<file path="src/rtl/viterbi_frame_ctrl.sv">
// Viterbi decoder frame sequencer.
// Accepts received symbol pairs and strobes the branch-metric and ACS stages.
// It writes survivor memory one cycle behind each accepted step, then sweeps
// traceback from the last step back to step 0. The traceback bits are
// buffered and streamed out in forward (decoded) order with a last-bit marker.
module viterbi_frame_ctrl #(
    parameter int FRAME_LEN = 8,
    parameter int AW        = $clog2(FRAME_LEN)
) (
    input  logic          clk,
    input  logic          rst,
    input  logic          in_valid,
    input  logic [1:0]    in_rx_pair,
    output logic          in_ready,
    output logic [1:0]    bmc_rx_pair,
    output logic          acs_en,
    output logic          pm_init,
    output logic          sm_wr_en,
    output logic          sm_rd_en,
    output logic [AW-1:0] sm_addr,
    output logic          tb_start,
    input  logic          tb_bit_valid,
    input  logic          tb_bit,
    output logic          out_valid,
    output logic          out_bit,
    output logic          out_last,
    input  logic          out_ready,
    output logic          busy
);

    typedef enum logic [1:0] {
        S_ACS   = 2'd0,
        S_DRAIN = 2'd1,
        S_TB    = 2'd2,
        S_OUT   = 2'd3
    } state_t;

    localparam logic [AW-1:0] LAST = AW'(FRAME_LEN - 1);
    localparam logic [AW-1:0] ONE  = AW'(1);

    state_t               state_q, state_d;
    logic [AW-1:0]        step_q, step_d;
    logic [AW-1:0]        idx_q, idx_d;
    logic                 wr_pend_q, wr_pend_d;
    logic [AW-1:0]        wr_addr_q, wr_addr_d;
    logic                 rd_act_q, rd_act_d;
    logic [AW-1:0]        rd_addr_q, rd_addr_d;
    logic                 rd_dly_v_q, rd_dly_v_d;
    logic [AW-1:0]        rd_dly_addr_q, rd_dly_addr_d;
    logic [FRAME_LEN-1:0] bit_buf_q, bit_buf_d;

    logic accept;

    // A symbol beat is taken only in ACS and never while reset is sampled.
    assign accept = !rst && (state_q == S_ACS) && in_valid;

    // State register.
    always_ff @(posedge clk) begin
        // NOTE: clocked state uses non-blocking assignments so every flop
        // samples pre-edge values regardless of statement order.
        if (rst) begin
            state_q <= S_ACS;
        end else begin
            state_q <= state_d;
        end
    end

    // Counters, survivor-write pipeline and traceback read-delay registers.
    always_ff @(posedge clk) begin
        if (rst) begin
            step_q        <= '0;
            idx_q         <= '0;
            wr_pend_q     <= 1'b0;
            wr_addr_q     <= '0;
            rd_act_q      <= 1'b0;
            rd_addr_q     <= '0;
            rd_dly_v_q    <= 1'b0;
            rd_dly_addr_q <= '0;
        end else begin
            step_q        <= step_d;
            idx_q         <= idx_d;
            wr_pend_q     <= wr_pend_d;
            wr_addr_q     <= wr_addr_d;
            rd_act_q      <= rd_act_d;
            rd_addr_q     <= rd_addr_d;
            rd_dly_v_q    <= rd_dly_v_d;
            rd_dly_addr_q <= rd_dly_addr_d;
        end
    end

    // Decoded-bit buffer.
    always_ff @(posedge clk) begin
        // NOTE: the buffer is left out of reset on purpose; every entry is
        // rewritten by traceback before OUT can read it.
        bit_buf_q <= bit_buf_d;
    end

    // Next-state and counter logic.
    always_comb begin
        // NOTE: every signal gets a default first, so no path can leave one
        // unassigned and infer a latch.
        state_d       = state_q;
        step_d        = step_q;
        idx_d         = idx_q;
        wr_pend_d     = 1'b0;
        wr_addr_d     = wr_addr_q;
        rd_act_d      = rd_act_q;
        rd_addr_d     = rd_addr_q;
        rd_dly_v_d    = 1'b0;
        rd_dly_addr_d = rd_dly_addr_q;
        bit_buf_d     = bit_buf_q;

        unique case (state_q)
            S_ACS: begin
                if (accept) begin
                    wr_pend_d = 1'b1;
                    wr_addr_d = step_q;
                    if (step_q == LAST) begin
                        step_d  = '0;
                        state_d = S_DRAIN;
                    end else begin
                        step_d = step_q + ONE;
                    end
                end
            end
            S_DRAIN: begin
                state_d   = S_TB;
                rd_act_d  = 1'b1;
                rd_addr_d = LAST;
            end
            S_TB: begin
                if (rd_act_q) begin
                    rd_dly_v_d    = 1'b1;
                    rd_dly_addr_d = rd_addr_q;
                    if (rd_addr_q == '0) begin
                        rd_act_d = 1'b0;
                    end else begin
                        rd_addr_d = rd_addr_q - ONE;
                    end
                end
                if (tb_bit_valid && rd_dly_v_q) begin
                    bit_buf_d[rd_dly_addr_q] = tb_bit;
                    if (rd_dly_addr_q == '0) begin
                        state_d = S_OUT;
                        idx_d   = '0;
                    end
                end
            end
            S_OUT: begin
                if (out_ready) begin
                    if (idx_q == LAST) begin
                        state_d = S_ACS;
                        idx_d   = '0;
                        step_d  = '0;
                    end else begin
                        idx_d = idx_q + ONE;
                    end
                end
            end
            default: state_d = S_ACS;
        endcase
    end

    // Output decode; everything is forced low while reset is sampled.
    always_comb begin
        in_ready    = 1'b0;
        bmc_rx_pair = 2'b00;
        acs_en      = 1'b0;
        pm_init     = 1'b0;
        sm_wr_en    = 1'b0;
        sm_rd_en    = 1'b0;
        sm_addr     = '0;
        tb_start    = 1'b0;
        out_valid   = 1'b0;
        out_bit     = 1'b0;
        out_last    = 1'b0;
        busy        = 1'b0;
        if (!rst) begin
            busy = !((state_q == S_ACS) && (step_q == '0));
            // A pending write only exists in ACS or in the single DRAIN cycle.
            sm_wr_en = wr_pend_q;
            if (wr_pend_q) begin
                sm_addr = wr_addr_q;
            end
            unique case (state_q)
                S_ACS: begin
                    in_ready = 1'b1;
                    if (accept) begin
                        acs_en      = 1'b1;
                        bmc_rx_pair = in_rx_pair;
                        pm_init     = (step_q == '0);
                    end
                end
                S_TB: begin
                    if (rd_act_q) begin
                        sm_rd_en = 1'b1;
                        sm_addr  = rd_addr_q;
                        tb_start = (rd_addr_q == LAST);
                    end
                end
                S_OUT: begin
                    out_valid = 1'b1;
                    out_bit   = bit_buf_q[idx_q];
                    out_last  = (idx_q == LAST);
                end
                default: ;
            endcase
        end
    end

endmodule

</file>
<file path="config.mk">
export PLATFORM = sky130hd
export DESIGN_NAME = viterbi_frame_ctrl
export DESIGN_NICKNAME = d
export VERILOG_FILES = /design/src/rtl/viterbi_frame_ctrl.sv
export SDC_FILE = /design/constraint.sdc
export NUM_CORES = 1
export LEC_CHECK = 0
export ABC_AREA = 1
export BUFFER_PORTS_ARGS = -buffer_cell sky130_fd_sc_hd__buf_4
export CAP_MARGIN = 20
export CELL_PAD_IN_SITES_DETAIL_PLACEMENT = 1
export CELL_PAD_IN_SITES_GLOBAL_PLACEMENT = 1
export CORE_MARGIN = 4
export CORE_UTILIZATION = 41
export CTS_CLUSTER_DIAMETER = 150
export DETAILED_ROUTE_END_ITERATION = 6
export GPL_TIMING_DRIVEN = 0
export HOLD_SLACK_MARGIN = 0.05
export PLACE_DENSITY_LB_ADDON = 0.1
export SYNTH_ARGS = -nofsm -noshare
export SYNTH_HDL_FRONTEND = slang
export SYNTH_SLANG_ARGS = --single-unit
</file>
<file path="constraint.sdc">
create_clock -name clk -period 1.6 [get_ports clk]
set_input_delay 0.08 -clock clk [delete_from_list [all_inputs] [get_ports clk]]
set_output_delay 0.08 -clock clk [all_outputs]
set_load 0.05 [all_outputs]
</file>
# Word-level counts from Yosys, hierarchy flattened
# Cells that the tools add are included.
[totals] ff_bits=28 output_inout_bits=15 wordCells=108
[classes] n_addsub=3 order_cmp=3 n_eq_ne=14 mux=57 reduce_logical=21
[ops] cell="$mux W3" count=14
[ops] cell="$mux W1" count=26
[ops] cell="$mux W2" count=9
[ops] cell="$pmux W3 S2" count=3
[ops] cell="$ne A2 B2 Y1 const B" count=7
[ops] cell="$eq A3 B3 Y1 const B" count=3
[ops] cell="$logic_not A3 Y1" count=3
[ops] cell="$bwmux W8" count=1
[ops] cell="$lt A3 B4 Y1 const B" count=2
[ops] cell="$pmux W2 S4" count=1
[ops] cell="$reduce_and A4 Y1" count=2
[ops] cell="$add A3 B1 Y3 const B" count=2
[ops] cell="$reduce_and A2 Y1" count=3
[ops] cell="$reduce_and A6 Y1" count=1
[ops] cell="$reduce_bool A2 Y1" count=3
[ops] cell="$logic_and A1 B1 Y1" count=5
[ops] cell="$eq A2 B2 Y1 const B" count=2
[ops] cell="$bmux W1 S3" count=1
[ops] cell="$demux W1 S3" count=1
[ops] cell="$ge A3 B1 Y1 const B" count=1
[ops] cell="$reduce_and A3 Y1" count=1
[ops] cell="$sub A3 B1 Y3 const B" count=1
[ops] cell="$eq A2 B1 Y1 const B" count=1
[ops] cell="$logic_not A1 Y1" count=2
[ops] cell="other kinds (3)" count=3

# Logic depth before layout (Yosys ltp)
# Gate-level depths: netlist (run 1).
[depth] word_depth=6 mapped_depth=10 depth_no_buf=10

# Worst setup path after synthesis (run 1)
# Ideal clock, no wire load.
[synth_timing] path_kind="flip-flop to output port" from="register state_q[0]" to="output pm_init" arrival_time_ps=2660 path_slack_ps=-1140 path_stages_with_launch=7 path_buffers=0 path_cell_list="dfxtp_1 -> inv_1 -> ha_1 -> inv_1 -> nor2_1 -> nand2_1 -> nor3_1"
[synth_between] elab_chain_len=6
[synth_rtl] item="start, declared" line="41" source="state_t state_q, state_d;"
[synth_rtl] item="start signal, assigned" line="64" source="state_q <= state_d;"
[synth_rtl] item="$logic_not A2 Y1 (*)" line="55, 185"
[synth_rtl] item="$logic_and A1 B1 Y1 (2 in series)" line="55" source="assign accept = !rst && (state_q == S_ACS) && in_valid;"
[synth_rtl] item="$mux W1" line="188" source="if (accept) begin"
[synth_rtl] item="$mux W1 (*)" line="185" source="unique case (state_q)"
[synth_rtl] item="$mux W1 (*)" line="178" source="if (!rst) begin"
[synth_rtl] item="end, declared" line="17" source="output logic pm_init,"
# Every way passes the cells marked *; elsewhere a longest branch is shown, timed or not.

# Final worst setup path (run 1)
[layout_timing] from="register state_q[0]" to="output tb_start"
[layout_between] elab_chain_len=3
[layout_rtl] item="$eq A2 B2 Y1" line="185"
[layout_rtl] item="$mux W1" line="185"
[layout_rtl] item="$mux W1" line="178"
[layout_rtl] item="end, declared" line="21" source="output logic tb_start,"
# No other way between the ends.

==> metrics, run 1 <==
row cnt 22; largest net degree at the start of global routing 17; CTS Buf Count 3; core area 3690 um2; vias in the first global route 1735; commonest non-fill, non-tap cell in the layout nand2_1; sequential area share after synthesis 40.9%; post-DR wirelength/cell 16.4 um; Avg Inst Size Synth 7.45 um2; Crit. Startpoint state_q[0]$_SDFFE_PP0P_; initial antenna violation count 0; leak pwr 0.964 nW; DP Area 1870 um2; Synth Register Bits 28; Port Buffer Count 22; Detailed Place HPWL 3300 um; Placer Congestion 0.792; final period utilization 99.6%; Final Slew Violations 0; Area Overhead vs Synth 40.7%; Die H 69.8 um; pre-CTS WS -0.00593 ns; Peak supply drop 0.000551 V; first-pass GRT wire length 8000 um; Slew HR 80.9%; Worst R2R End bit_buf_q[1]$_DFFE_PP_; final instance area 2200 um2; Worst EP arrival 1.51 ns; initial core utilization 42.4%; H-Tree Depth 1; worst-case clock buffer depth 2; clock root cell clkbuf_8; Initial DRT Pass Iterations 5; # DRC 0; Die Footprint 4870 um2; fillers 451; commonest cells after routing, fill and taps aside 38 x nand2_1, 28 x nor2_1, 24 x buf_4; syn nets 230; Worst Slack Setup Final 0.00703 ns; grt total ovfl 0; asr flop ratio synth 0%; status completed; mapped cell area 1570 um2; Fmax 628 MHz; MaxCap Viol Count 0; last element of the critical path tb_start; Final Hold Fails 0; CTS tree done; # IOs 23; yosys warns 0; antenna-violating nets left 0; # setup viols final 0; Final min period 1.59 ns; Die X 69.8 um; Nets 268; EDFF count, synth 8; Clk pin slew, worst setup/hold paths 0.10 ns; Tightest Pin Transition 0.286 ns; RSZ-0062 raised after global routing yes; CP required 1.52 ns; synthesized netlist cell count 210; CP startpoint kind flop; global-route usage over all layers 20.3%; kind of critical path reg -> out; drt initial violations 69; Vias per Instance 5.31; r2r startpoint state_q[0]$_SDFFE_PP0P_; Pwr Density 665 nW/um2; critical path capture point type primary output; Unique masters post-synth 25; layout cells sized above 1 35.6%; reg2reg path depth 5; Worst Skew 0.00740 ns; Clock Latency Late Sink 0.28 ns; min-delay worst type in -> reg; register-to-register path setup slack 0.07 ns; CP Max Fanout 5; Vias 1565; Total Wirelength 4830 um; number of sinks on the clock net 28; antenna cells 0; Top FF cell, synth dfxtp_1
-- registers in the layout (all words and copies together) (netlist names) --
| signal | count |
|---|---|
| bit_buf_q | 8 |
| idx_q | 3 |
| rd_addr_q | 3 |
| rd_dly_addr_q | 3 |
| step_q | 3 |
| wr_addr_q | 3 |
| state_q | 2 |
| rd_act_q | 1 |
| rd_dly_v_q | 1 |
| wr_pend_q | 1 |
-- cell usage after synthesis (3+ instances only) --
cell      instances  share of area (%)
nand2_1          43                 10
nor2_1           36                8.6
inv_1            29                7.0
dfxtp_1          20                 26
nand3_1          14                4.5
o21ai_0          14                4.5
ha_1             12                9.6
edfxtp_1          8                 15
a21oi_1           7                2.2
nor3_1            6                1.9
inv_2             3               0.72
-- critical path, cell delays in order (launching register included) --
cell	delay, ns
dfxtp_4	0.38
inv_4	0.08
ha_4	0.19
nand2_8	0.09
nor2_4	0.14
and3_4	0.21
buf_8	0.14
-- layout make-up --
type	instances	area, um2	share of cell area, %
plain buffers	2	10.0	0.455
clock buffers	3	41.3	1.88
clock inverters	1	30.0	1.36
inverters	32	134	6.08
multi-input cells	147	973	44.2
flip-flops and latches	28	658	29.9
well taps	48	60.1	2.73
repair buffers	34	295	13.4
-- kinds of logic after synthesis --
group / share of synthesized area (%)
AOI/OAI and AO/OA: 10.6
buffers and inverters: 9.03
and+or+nand+nor: 29.9
DFF: 40.9
adders and majority gates: 9.59
-- metrics by stage --
step	util [%]	instances	TNS (ns)	hold slack, ns	power [W]
after floorplan	-	210	-0.245	0.179	0.000850
after global placement	50.6	280	0	0.309	0.000896
after detailed placement	50.6	280	-0.00874	0.315	0.000902
after CTS	57.2	290	-0.0120	0.153	0.00147
after global routing	59.7	295	-0.479	0.252	0.00152
final	59.7	295	0	0.239	0.00147
-- power breakdown --
part	leakage, nW	total [W]	switching (W)	internal (W)
registers	0.238	0.000736	0.00000633	0.000730
logic	0.690	0.000160	0.000102	0.0000579
clock network	0.0357	0.000569	0.000234	0.000335
total	0.964	0.00147	0.000342	0.00112
-- per-layer routing --
| layer | wire [um] | track usage, % | vias to the layer above |
|---|---|---|---|
| met5 | 0 | 0 | - |
| met2 | 2660 | 38.5 | 36 |
| met4 | 125 | 7.66 | 0 |
| met3 | 140 | 2.90 | 11 |
| met1 | 1900 | 22.3 | 768 |
| li1 | - | - | 750 |
-- how the worst min path moves through the flow --
stage	startpoint	end	slack, ns	depth (start not counted)
2_1_floorplan	tb_bit	bit_buf_q[0]$_DFFE_PP_	0.18	0
3_3_place_gp	tb_bit	bit_buf_q[6]$_DFFE_PP_	0.31	1
3_5_place_dp	tb_bit	bit_buf_q[5]$_DFFE_PP_	0.32	1
4_1_cts	rst	idx_q[1]$_SDFFE_PP0P_	0.15	4
5_1_grt	tb_bit_valid	bit_buf_q[2]$_DFFE_PP_	0.25	3
6_report	tb_bit_valid	bit_buf_q[6]$_DFFE_PP_	0.24	3
-- timing repair --
| action | 4_1_cts | 5_1_grt |
|---|---|---|
| pin swaps | 5 | 7 |
| buffers inserted | 5 | 6 |
| hold endpoints to repair | 8 | 0 |
| hold buffers | 1 | 0 |
| gates cloned | 0 | 0 |
| resized for setup | 37 | 17 |
| setup endpoints to repair | 16 | 20 |
(Power assumes the default switching activity.)
==> inputs of run 2 (changes only) <==
--- a/config.mk
+++ b/config.mk
@@ -6,7 +6,7 @@
 export NUM_CORES = 1
 export LEC_CHECK = 0
 export ABC_AREA = 1
-export BUFFER_PORTS_ARGS = -buffer_cell sky130_fd_sc_hd__buf_4
+export BUFFER_PORTS_ARGS = -buffer_cell sky130_fd_sc_hd__buf_2
 export CAP_MARGIN = 20
 export CELL_PAD_IN_SITES_DETAIL_PLACEMENT = 1
 export CELL_PAD_IN_SITES_GLOBAL_PLACEMENT = 1
==> run 2 against run 1 <==
Compared with the run above: the flow now finishes with violations (negative setup slack); worst setup slack worse by 0.016 ns; first-iteration DRC count down 38%; highest routed layer unchanged; total power up 0.27%; non-clock buffer count up 2; largest power group unchanged.
==> metrics, run 2 (synthesis gave the netlist of run 1 again) <==
met2 GRT Util 35.3%; CTS tree done; register-to-register path setup slack 0.05 ns; Worst Skew 0.0113 ns; first-pass GRT wire length 7390 um; Post-Layout Cell Count 297; Placer Congestion 0.790; row cnt 22; CP startpoint kind flop; drt initial violations 43; CP required 1.52 ns; antenna cells 0; Fmax 621 MHz; Worst Slack Setup Final -0.00947 ns; status complete, but fails checks; post-DR wirelength/cell 16.6 um; number of sinks on the clock net 28; clock root cell clkbuf_8; failing checks negative setup slack; largest net degree at the start of global routing 17; grt total ovfl 0; global-route usage over all layers 18.6%; GR Util met1 21.2%; Clock Latency Late Sink 0.29 ns; Port Buffer Count 22; max reg flops 8; worst-case clock buffer depth 2; vias in the first global route 1584; min-delay worst type in -> reg; Final Hold Fails 0; Vias per Instance 5.28; Final Slew Violations 0; core area 3690 um2; Area Overhead vs Synth 38.8%; Worst R2R End step_q[2]$_SDFFE_PP0P_; kind of critical path reg -> out; Clk pin slew, worst setup/hold paths 0.11 ns; Nets 270; pre-CTS WS -0.0611 ns; leak pwr 0.970 nW; worst hold start tb_bit; Top reg by flops bit_buf_q; # IOs 23; Final min period 1.61 ns; reg2reg path depth 8; Pwr Density 676 nW/um2; hold_buf cts 0; Die H 69.8 um; CTS Buf Count 3; CP Max Fanout 5; # setup viols final 1; critical path capture point type primary output; final instance area 2170 um2; Slew HR 80.0%; final period utilization 101%; Initial DRT Pass Iterations 4; Worst Hold End bit_buf_q[1]$_DFFE_PP_; MaxCap Viol Count 0; RSZ-0062 raised after global routing yes; worst hold slack 0.0452 ns; commonest cells after routing, fill and taps aside 39 x nand2_1, 28 x nor2_1, 23 x inv_1; Worst EP arrival 1.53 ns; busiest grt layer met2; layout cells sized above 1 34.9%; Die Footprint 4870 um2; antenna-violating nets left 0; commonest non-fill, non-tap cell in the layout nand2_1; placed cell count 280; Tightest Pin Transition 0.300 ns; Vias 1567; Peak supply drop 0.000386 V; initial antenna violation count 0; Die X 69.8 um; met3 track demand over resource 2.61%; r2r startpoint idx_q[0]$_SDFFE_PP0P_; Detailed Place HPWL 3230 um; initial core utilization 42.4%; DP Area 1810 um2; Total Wirelength 4920 um; worst hold path depth 1; # DRC 0; H-Tree Depth 1
[run 2: worst max-delay path, stage by stage, from the launching register on]
cell	delay [ns]
dfxtp_4	0.38
inv_6	0.07
ha_4	0.19
nand2_8	0.09
inv_8	0.09
nand2_4	0.06
a21oi_4	0.17
buf_6	0.18
[run 2: timing repair]
| action | 4_1_cts | 5_1_grt |
|---|---|---|
| endpoints found under the setup margin | 17 | 21 |
| gates resized for setup | 30 | 33 |
| setup buffers | 6 | 8 |
| pin swaps | 5 | 8 |
[run 2: layout make-up]
class	count	area [um2]
clock buffer	3	41.3
fill	475	1520
buffer	2	10.0
timing repair buffer	36	273
tap	48	60.1
multi-input combinational	147	956
clock inverter	1	30.0
sequential	28	656
inverter	32	146
[run 2: through the flow]
stage	power (W)	setup TNS [ns]	utilization [%]
floorplan	0.000850	-0.245	-
global placement	0.000885	-0.0162	49.1
detailed placement	0.000891	-0.185	49.1
CTS	0.00144	-0.00846	54.7
global route	0.00152	-0.492	58.9
finish	0.00147	-0.00947	58.9
[run 2: worst max path at each step]
stage               slack (ns)          to                     from  cells after the start
finish                  -0.009  sm_addr[2]  state_q[0]$_SDFFE_PP0P_                      7
global route             -0.08  sm_addr[2]  state_q[0]$_SDFFE_PP0P_                      7
CTS                     -0.007  sm_addr[2]  state_q[0]$_SDFFE_PP0P_                      7
detailed placement       -0.06  sm_addr[2]  state_q[0]$_SDFFE_PP0P_                      8
global placement         -0.02  sm_addr[2]  state_q[0]$_SDFFE_PP0P_                      8
floorplan                -0.20    tb_start  state_q[0]$_SDFFE_PP0P_                      6
[run 2: power by group]
part / switching [W] / internal [W]
Clock: 0.000244 / 0.000336
Combinational: 0.000103 / 0.0000476
Sequential: 0.00000707 / 0.000731
Total: 0.000355 / 0.00111
[run 2: per-layer routing]
metal	routed length (um)	share of wire (%)
met1	1860	38
met2	2740	56
met3	178	3.6
met4	147	3.0
met5	0	0
==> inputs of run 3 (changes only) <==
--- a/config.mk
+++ b/config.mk
@@ -17,6 +17,7 @@
 export GPL_TIMING_DRIVEN = 0
 export HOLD_SLACK_MARGIN = 0.05
 export PLACE_DENSITY_LB_ADDON = 0.1
+export SETUP_SLACK_MARGIN = 0.3
 export SYNTH_ARGS = -nofsm -noshare
 export SYNTH_HDL_FRONTEND = slang
 export SYNTH_SLANG_ARGS = --single-unit
==> run 3 against run 2 <==
Compared with the run above: the run still ends with negative setup slack left; sequential power about the same; count of clock-buffer cells in the layout did not move; total power up 3.6%.
==> metrics, run 3 (synthesis gave the netlist of run 1 again) <==
Worst Skew 0.00525 ns; # DRC 0; WL met2 3770 um; status complete, but fails checks; fin util 71.6%; Final Slew Violations 0; clock root cell clkbuf_8; CTS tree done; largest net degree at the start of global routing 17; Worst Hold End bit_buf_q[6]$_DFFE_PP_; met3 wire length 252 um; reg2reg path depth 6; M1 WL 2810 um; Tightest Pin Transition 0.367 ns; # IOs 23; post-DR wirelength/cell 23.2 um; Placer Congestion 0.797; vias in the first global route 1766; total power draw 0.00152 W; number of sinks on the clock net 28; CTS Buf Count 3; grt total ovfl 0; antenna-violating nets left 0; worst hold start tb_bit; Detailed Place HPWL 3200 um; max reg flops 8; layout cells sized above 1 53.4%; global-route usage over all layers 22.6%; commonest non-fill, non-tap cell in the layout nand2_1; drt initial violations 140; Initial DRT Pass Iterations 4; placed cell count 280; leak pwr 1.09 nW; # setup viols final 11; initial antenna violation count 1; first-pass GRT wire length 8780 um; Final Hold Fails 0; Critical-path top delay cell dfxtp_4; Worst R2R End bit_buf_q[7]$_DFFE_PP_; Clock Latency Late Sink 0.29 ns; CP required 1.52 ns; Peak supply drop 0.000456 V; Die X 69.8 um; Area Overhead vs Synth 68.7%; RSZ-0062 raised after global routing yes; Worst EP arrival 1.59 ns; Worst Slack Setup Final -0.0655 ns; Slew HR 75.3%; fillers 387; initial core utilization 42.4%; min-delay worst type in -> reg; Total Wirelength 7220 um; kind of critical path reg -> out; Pwr Density 577 nW/um2; Post-Layout Cell Count 311; row cnt 22; Clk pin slew, worst setup/hold paths 0.11 ns; crit-path cells inv_4, ha_4, inv_4, nor2_4, nand2_4, nor3_4, buf_6; Vias per Instance 5.50; final period utilization 104%; hold_buf cts 0; Top reg by flops bit_buf_q; H-Tree Depth 1; Final min period 1.67 ns; core area 3690 um2; Nets 283; Slowest Stage Delay on Critical Path 0.40 ns; MaxCap Viol Count 0; Vias 1711; commonest cells after routing, fill and taps aside 24 x nand2_1, 22 x nor2_1, 19 x inv_1; worst-case clock buffer depth 2; Fmax 600 MHz; top layer in use met4; register-to-register path setup slack -0.02 ns; Die H 69.8 um; Port Buffer Count 22; Worst path most repeated cell inv_4; r2r startpoint state_q[0]$_SDFFE_PP0P_; Die Footprint 4870 um2; CP Max Fanout 5; critical path capture point type primary output; failing checks negative setup slack; CP startpoint kind flop; sum of negative setup slack -0.317 ns; worst hold path depth 1
-- run 3: cell count changes in the layout (fill, tap and decap cells not counted), moves of 4 or more --
cell     before  now
nand2_4       2    7
nand2_1      39   24
buf_6         8   16
nand2_2       1   11
buf_8         0   10
inv_1        23   19
nand3_4       1    6
o21ai_0      11    7
nor2_1       28   22
ha_1          9    5
-- run 3: where the power goes --
part           switching, W  internal [W]  total (W)  leakage, nW
sequential       0.00000767      0.000728   0.000736        0.239
clock              0.000251      0.000336   0.000586       0.0357
combinational      0.000129     0.0000709   0.000200        0.813
total              0.000388       0.00113    0.00152         1.09
-- run 3: area by class of cell --
type	instances	area, um2	area share, %
Clock inverter	1	30.0	1.14
Antenna cell	1	2.50	0.0948
Clock buffer	3	41.3	1.56
Tap cell	48	60.1	2.27
Sequential cell	28	663	25.1
Timing Repair Buffer	48	472	17.9
Buffer	3	21.3	0.806
Inverter	32	151	5.73
Multi-Input combinational cell	147	1200	45.4
-- run 3: worst max path at each step --
stage / start / to / slack [ns] / cells after the start
after detailed placement: state_q[0]$_SDFFE_PP0P_ / sm_addr[0] / 0.08 / 8
final: state_q[1]$_SDFFE_PP0P_ / pm_init / -0.07 / 7
after global placement: state_q[0]$_SDFFE_PP0P_ / sm_addr[1] / 0.12 / 8
after global routing: state_q[0]$_SDFFE_PP0P_ / bit_buf_q[1]$_DFFE_PP_ / -0.11 / 6
after floorplan: state_q[1]$_SDFFE_PP0P_ / pm_init / -0.0002 / 6
after CTS: state_q[0]$_SDFFE_PP0P_ / sm_addr[2] / -0.02 / 8
-- run 3: stage by stage --
step / area [um2] / hold slack, ns / setup WS (ns)
after floorplan: 1740 / 0.179 / -0.000216
after global placement: 1910 / 0.343 / 0.119
after detailed placement: 1910 / 0.351 / 0.0774
after CTS: 2420 / 0.0549 / -0.0150
after global routing: 2640 / 0.0790 / -0.113
final: 2640 / 0.0732 / -0.0655
-- run 3: worst max-delay path, delay by kind of cell (launching register included) --
| family | cells | cell delay, ns |
|---|---|---|
| buffers and inverters | 3 | 0.31 |
| DFF | 1 | 0.40 |
| and+or+nand+nor | 3 | 0.43 |
| adders and majority gates | 1 | 0.15 |
-- run 3: per-layer routing --
metal,global-route usage (%),vias to the layer above
met1,25.2,849
met4,7.87,0
met5,0,-
met2,43.4,53
met3,2.75,24
li1,-,785
-- run 3: timing repair --
action	CTS	global route
buffers inserted	16	10
endpoints found under the setup margin	37	40
gates resized for setup	89	43
pin swaps	24	13
